==> src/rtl/ecc_op_scheduler.sv <==
// rtl/ecc_op_scheduler.sv - sequences GFAU steps for point DOUBLE/ADD/SCALE commands
//
// Ports:
//   clk, reset             single clock; asynchronous active-high reset
//   start, cmd, rep        command request (sampled only in IDLE), opcode, SCALE count
//   x_in, y_in             Montgomery-domain operands latched with start
//   busy, done, error      status; done is a one-cycle pulse, error valid with done
//   x_out, y_out           result registers, held until the next successful done
//   gf_px, gf_py, gf_op    operands and operation select presented to the GFAU
//   gf_start               one-cycle GFAU issue pulse
//   gf_done, gf_px_res,    GFAU completion and results (looked at only in WAIT)
//   gf_py_res
module ecc_op_scheduler #(
    parameter int DATA_W  = 32,
    parameter int TIMEOUT = 64
) (
    input  logic              clk,
    input  logic              reset,
    input  logic              start,
    input  logic [1:0]        cmd,
    input  logic [3:0]        rep,
    input  logic [DATA_W-1:0] x_in,
    input  logic [DATA_W-1:0] y_in,
    output logic              busy,
    output logic              done,
    output logic              error,
    output logic [DATA_W-1:0] x_out,
    output logic [DATA_W-1:0] y_out,
    output logic [DATA_W-1:0] gf_px,
    output logic [DATA_W-1:0] gf_py,
    output logic [1:0]        gf_op,
    output logic              gf_start,
    input  logic              gf_done,
    input  logic [DATA_W-1:0] gf_px_res,
    input  logic [DATA_W-1:0] gf_py_res
);

    localparam int CNT_W = $clog2(TIMEOUT + 1);

    localparam logic [1:0] CMD_DOUBLE = 2'd0;
    localparam logic [1:0] CMD_ADD    = 2'd1;
    localparam logic [1:0] CMD_SCALE  = 2'd2;
    localparam logic [1:0] CMD_RSVD   = 2'd3;

    typedef enum logic [1:0] {
        S_IDLE,
        S_ISSUE,
        S_WAIT,
        S_FINISH
    } state_t;

    state_t            state, state_nxt;
    logic [DATA_W-1:0] xr, yr;
    logic [1:0]        cmd_r;
    logic [3:0]        rep_r;
    logic [3:0]        step;
    logic [CNT_W-1:0]  cnt;
    logic              err_r;

    logic              last_step;
    logic [1:0]        seq_op;
    logic              timeout_hit;
    logic              scale_empty;

    // The working registers are what the GFAU sees.
    assign gf_px = xr;
    assign gf_py = yr;

    // A SCALE with zero repetitions has nothing to issue and completes at once.
    assign scale_empty = (cmd == CMD_SCALE) && (rep == 4'd0);

    // Counter value on the TIMEOUT-th WAIT cycle; reaching it without gf_done aborts.
    assign timeout_hit = (cnt == CNT_W'(TIMEOUT - 1));

    always_comb begin
        last_step = 1'b0;
        seq_op    = 2'd0;
        case (cmd_r)
            CMD_DOUBLE: begin
                last_step = (step == 4'd2);
                case (step)
                    4'd0:    seq_op = 2'd3;
                    4'd1:    seq_op = 2'd2;
                    default: seq_op = 2'd0;
                endcase
            end
            CMD_ADD: begin
                last_step = (step == 4'd3);
                case (step)
                    4'd0:       seq_op = 2'd0;
                    4'd1, 4'd2: seq_op = 2'd2;
                    default:    seq_op = 2'd1;
                endcase
            end
            default: begin
                // rep_r is nonzero whenever a SCALE reaches ISSUE/WAIT.
                last_step = (step == (rep_r - 4'd1));
                seq_op    = 2'd2;
            end
        endcase
    end

    always_comb begin
        state_nxt = state;
        busy      = (state != S_IDLE);
        done      = (state == S_FINISH);
        error     = (state == S_FINISH) && err_r;
        gf_start  = (state == S_ISSUE);
        gf_op     = 2'd0;
        case (state)
            S_IDLE: begin
                if (start) begin
                    if (cmd == CMD_RSVD || scale_empty) state_nxt = S_FINISH;
                    else                                state_nxt = S_ISSUE;
                end
            end
            S_ISSUE: begin
                gf_op     = seq_op;
                state_nxt = S_WAIT;
            end
            S_WAIT: begin
                gf_op = seq_op;
                // gf_done takes priority over a coincident timeout.
                if (gf_done)          state_nxt = last_step ? S_FINISH : S_ISSUE;
                else if (timeout_hit) state_nxt = S_FINISH;
            end
            default: state_nxt = S_IDLE;
        endcase
    end

    always_ff @(posedge clk or posedge reset) begin
        if (reset) begin
            state <= S_IDLE;
            xr    <= '0;
            yr    <= '0;
            cmd_r <= 2'd0;
            rep_r <= 4'd0;
            step  <= 4'd0;
            cnt   <= '0;
            err_r <= 1'b0;
            x_out <= '0;
            y_out <= '0;
        end else begin
            state <= state_nxt;
            case (state)
                S_IDLE: begin
                    if (start) begin
                        xr    <= x_in;
                        yr    <= y_in;
                        cmd_r <= cmd;
                        rep_r <= rep;
                        step  <= 4'd0;
                        err_r <= (cmd == CMD_RSVD);
                        // Results must be valid in the same cycle as done.
                        if (scale_empty) begin
                            x_out <= x_in;
                            y_out <= y_in;
                        end
                    end
                end
                S_ISSUE: begin
                    cnt <= '0;
                end
                S_WAIT: begin
                    if (gf_done) begin
                        xr <= gf_px_res;
                        yr <= gf_py_res;
                        if (last_step) begin
                            x_out <= gf_px_res;
                            y_out <= gf_py_res;
                        end else begin
                            step <= step + 4'd1;
                        end
                    end else if (timeout_hit) begin
                        err_r <= 1'b1;
                    end else begin
                        cnt <= cnt + CNT_W'(1);
                    end
                end
                default: ;
            endcase
        end
    end

endmodule

==> config.mk <==
export PLATFORM = sky130hd
export DESIGN_NAME = ecc_op_scheduler
export DESIGN_NICKNAME = d
export VERILOG_FILES = /design/src/rtl/ecc_op_scheduler.sv
export SDC_FILE = /design/constraint.sdc
export NUM_CORES = 1
export LEC_CHECK = 0
export ABC_AREA = 1
export BUFFER_PORTS_ARGS = -buffer_cell sky130_fd_sc_hd__buf_2
export CAP_MARGIN = 20
export CORE_ASPECT_RATIO = 1.5
export CORE_UTILIZATION = 35
export CTS_BUF_LIST = sky130_fd_sc_hd__clkbuf_8
export CTS_CLUSTER_DIAMETER = 50
export DETAILED_ROUTE_END_ITERATION = 10
export HOLD_SLACK_MARGIN = 0.06
export PLACE_DENSITY_LB_ADDON = 0.15
export SLEW_MARGIN = 20
export SYNTH_ARGS = -nofsm -noshare
export SYNTH_HDL_FRONTEND = slang
export SYNTH_SLANG_ARGS = --single-unit
==> constraint.sdc <==
create_clock -name clk -period 12.6 [get_ports clk]
set_input_delay 2.52 -clock clk [delete_from_list [all_inputs] [get_ports clk]]
set_output_delay 2.52 -clock clk [all_outputs]
set_load 0.005 [all_outputs]
==> results_tabular.tex <==
\begin{tabular}{lr}
\hline
Metric & Value \\
\hline
\multicolumn{2}{l}{\textbf{CTS}} \\
\quad Clock buffer depth & 2 \\
\quad Post-CTS Repair Setup Buffers & 0 \\
\quad Clock Sinks & about 150 \\
\quad Clock transition time at the flip-flop clock pins of the worst setup and hold paths & 0.08 ns \\
\quad CTS tree & built \\
\quad Post-cts resize count & 0 \\
\quad Worst-skew pair later-pin latency & 0.44 ns \\
\quad Hold buffers post-CTS & 0 \\
\quad Master cell of the clock root buffer & clkbuf\_8 \\
\quad H-tree Lvls & 4 \\
\quad Cts bufs inserted & 17 \\
\multicolumn{2}{l}{\textbf{Global route}} \\
\quad Via count of the first global-routing pass & 6709 \\
\quad GRT Total Usage & 21.4\% \\
\quad Largest net degree at the start of global routing & 91 \\
\quad Initial antenna violation count & 2 \\
\quad Global-route wire length before repair & 34.4 mm \\
\quad Remaining global-route overflow & 0 \\
\multicolumn{2}{l}{\textbf{Drt}} \\
\quad 1st-pass router iterations & 4 \\
\quad Number of routed nets with antenna violations & 0 \\
\quad Total detailed-routing wirelength & 21.6 mm \\
\quad First DRT Iteration DRCs & 330 \\
\quad DR DRC count & 0 \\
\quad Number of vias in the routed layout & 6710 \\
\quad Per-cell via count in the routed design & approximately 4.8 \\
\quad Wire per inst & 15.4 microns \\
\multicolumn{2}{l}{\textbf{Power and ir drop}} \\
\quad P\_int & 0.00132 W \\
\quad Proportion of power drawn by flip-flops and latches & between 30\% and 40\% \\
\quad Switching Share & about 45\% \\
\quad Worst IR drop on VDD & 0.115 mV \\
\quad Switch Pwr & 0.00107 W \\
\quad P per Cell Area & 269 nW/um\^{}2 \\
\quad Relative contribution of combinational cells to total power & 49.8\% \\
\quad Leakage power figure & 4.89 nW \\
\quad Proportion of power drawn by the clock network & between 10\% and 20\% \\
\multicolumn{2}{l}{\textbf{Logic synthesis}} \\
\quad Synth top area cells & dfrtp\_1 (53\%), nand2\_1 (20\%), a31oi\_1 (5.9\%) \\
\quad Distinct cell type count of the synthesized netlist & 26 \\
\quad Synthesized cell area & 6990 sq um \\
\quad Number of warnings issued by yosys & 0 \\
\quad Fraction of post-synthesis cell area in the top cell type by area & 53.0\% \\
\quad Nets in the synthesized netlist & 1034 \\
\quad Flip-flop and latch count after synthesis & 148 \\
\quad Cells after synthesis & 886 \\
\quad Cell type with the largest total area after synthesis & dfrtp\_1 \\
\quad Average cell area after synthesis & 7.89 sq um \\
\quad Sequential element share of the synthesized area & 53.0\% \\
\multicolumn{2}{l}{\textbf{Setup path}} \\
\quad Category of the worst setup path capture point & flop \\
\quad Critical Path Start & cmd[0] \\
\quad Data required, critical path & about 13 ns \\
\quad Arrival @ worst endpoint & roughly 5.1 ns \\
\quad Critical register-to-register path startpoint & state[0] \\
\quad Crit start category & input port \\
\quad Largest fanout of any net on the critical path & 65 \\
\quad Worst Setup Path Type & input port to flop \\
\multicolumn{2}{l}{\textbf{STA}} \\
\quad RSZ-0062 raised after global routing & no \\
\quad Final worst path period share & 37.9\% \\
\quad Final-report setup violation count & 0 \\
\quad Final count of hold timing violations & 0 \\
\quad Final Max Slew Viols & 0 \\
\quad Max Freq & 0.210 GHz \\
\quad Total Neg Setup Slack & 0 ns \\
\quad Worst-case clock skew & roughly 0.016 ns \\
\quad Post-route minimum period & approximately 4.8 ns \\
\quad Max\_slew headroom & between 40\% and 50\% \\
\quad Worst Tran Pin Value & about 0.88 ns \\
\multicolumn{2}{l}{\textbf{Outcome}} \\
\quad Status & finished, final reports clean \\
\multicolumn{2}{l}{\textbf{Layout}} \\
\quad Fraction of final layout cells sized beyond drive strength 1 & around 28\% \\
\quad Most frequent cells in the layout & nand2\_1 (371), buf\_2 (271), dfrtp\_1 (148), nor2\_1 (90), nand3\_1 (78) \\
\quad Area of combinational cells with multiple inputs & 2930 sq um \\
\quad Layout-stage area growth over the synthesis result & 27.2\% \\
\quad Storage cell area & about 3700 sq um \\
\quad Share of the core filled with cells in the final layout & 45.9\% \\
\quad Final layout net count & between 1000 and 1500 \\
\quad Filler Cell Count & 2073 \\
\quad Commonest non-fill, non-tap cell in the layout & nand2\_1 \\
\quad Design Area, Final & 8890 sq um \\
\multicolumn{2}{l}{\textbf{Min path}} \\
\quad Launch point of the worst hold path & x\_out[6] \\
\quad Class of the most critical hold timing path & flop to flop \\
\multicolumn{2}{l}{\textbf{Floorplan}} \\
\quad Row count & 62 \\
\quad Die Area & 20500 sq um \\
\quad Chip width & 117 microns \\
\quad Die span in y & about 180 microns \\
\quad Initial Utilization & 36.0\% \\
\quad I/O pin count & 272 \\
\quad Core Region & 19400 sq um \\
\multicolumn{2}{l}{\textbf{Place}} \\
\quad HPWL reported at the end of detailed placement & 14.8 mm \\
\quad IO buf count & approximately 270 \\
\quad Post-place instance area & 8490 sq um \\
\quad Weighted congestion at the end of routability-driven global placement & about 0.8 \\
\multicolumn{2}{l}{\textbf{Flow run}} \\
\quad Number of violations of the max-capacitance limit & 0 \\
\hline
\end{tabular}
==> sequential cells by signal, summed over array words and instances, names as in the netlist <==
| name | cells |
|---|---|
| gf_py | 32 |
| gf_px | 32 |
| step | 4 |
| err_r | 1 |
| x_out | 32 |
| cnt | 7 |
| y_out | 32 |
| cmd_r | 2 |
| rep_r | 4 |
| state | 2 |
==> layout make-up <==
class,count,area share [%]
flip-flops and latches,148,41.6
repair buffers,279,15.9
well taps,256,3.60
inverters,32,1.41
clock inverters,13,1.51
multi-input cells,656,32.9
clock buffers,19,2.94
diodes,2,0.0563
==> power groups by stage <==
| stage | Combinational (W) | Clock (W) | Sequential [W] |
|---|---|---|---|
| CTS | 0.00121 | 0.000389 | 0.000830 |
| global route | 0.00136 | 0.000405 | 0.000855 |
| detailed placement | 0.00122 | 0 | 0.000835 |
| finish | 0.00119 | 0.000373 | 0.000827 |
| floorplan | 0.000763 | 0 | 0.000842 |
| global placement | 0.00120 | 0 | 0.000832 |
==> stage by stage <==
| step | setup WS [ns] | total power, W | cells | hold WS, ns |
|---|---|---|---|---|
| 3_3_place_gp | 7.40 | 0.00203 | 1371 | 0.450 |
| 2_1_floorplan | 6.10 | 0.00160 | 886 | 0.465 |
| 6_report | 7.83 | 0.00239 | 1405 | 0.472 |
| 5_1_grt | 7.65 | 0.00262 | 1405 | 0.490 |
| 3_5_place_dp | 7.35 | 0.00205 | 1371 | 0.454 |
| 4_1_cts | 7.85 | 0.00243 | 1403 | 0.476 |
==> metal layers <==
layer | share of wire, % | routed length, microns | vias up | track usage [%]
met5 | 0 | 0 | - | 0
met4 | 2.7 | 590 | 0 | 8.93
met3 | 4.6 | 982 | 33 | 5.32
met2 | 52 | 11300 | 173 | 37.5
met1 | 40 | 8720 | 3138 | 24.7
li1 | - | - | 3366 | -
==> cell usage after synthesis (all sizes together) <==
master,n
a21boi,1
a21oi,13
a221oi,1
a31oi,66
buf,30
clkbuf,20
dfrtp,148
ha,10
inv,32
nand2,373
nand3,79
nand4,7
nor2,91
nor3,1
nor3b,1
o21ai,7
o31ai,1
or2,1
xnor2,1
xor2,3
==> path summary, 6_finish.rpt <==
path	end	slack, ns	cells past startpoint
worst max-delay path	y_out[31]	7.83	9
worst min register to register	x_out[6]	0.47	2
min in group asynchronous	gf_px[1]	2.23	2
worst min-delay path	x_out[6]	0.47	2
max in group asynchronous	gf_py[13]	9.08	3
worst max register to register	y_out[31]	8.87	12
==> worst max-delay path, cell delays in order <==
cell      delay (ns)
buf_2           0.13
nor2_1          0.10
nand4_1         0.23
a21boi_4        0.21
buf_4           0.64
nand2_2         0.62
buf_4           0.46
nand2_1         0.10
nand2_1         0.06
==> cell families after synthesis <==
| logic type | synth area share (%) |
|---|---|
| AO/OA/AOI/OAI | 7.84 |
| XOR/XNOR | 0.501 |
| buffers and inverters | 5.23 |
| flip-flops | 53.0 |
| AND/OR/NAND/NOR | 31.7 |
| adder cells (fa/ha/maj) | 1.79 |
No activity file was read; power rests on OpenSTA's default activity.
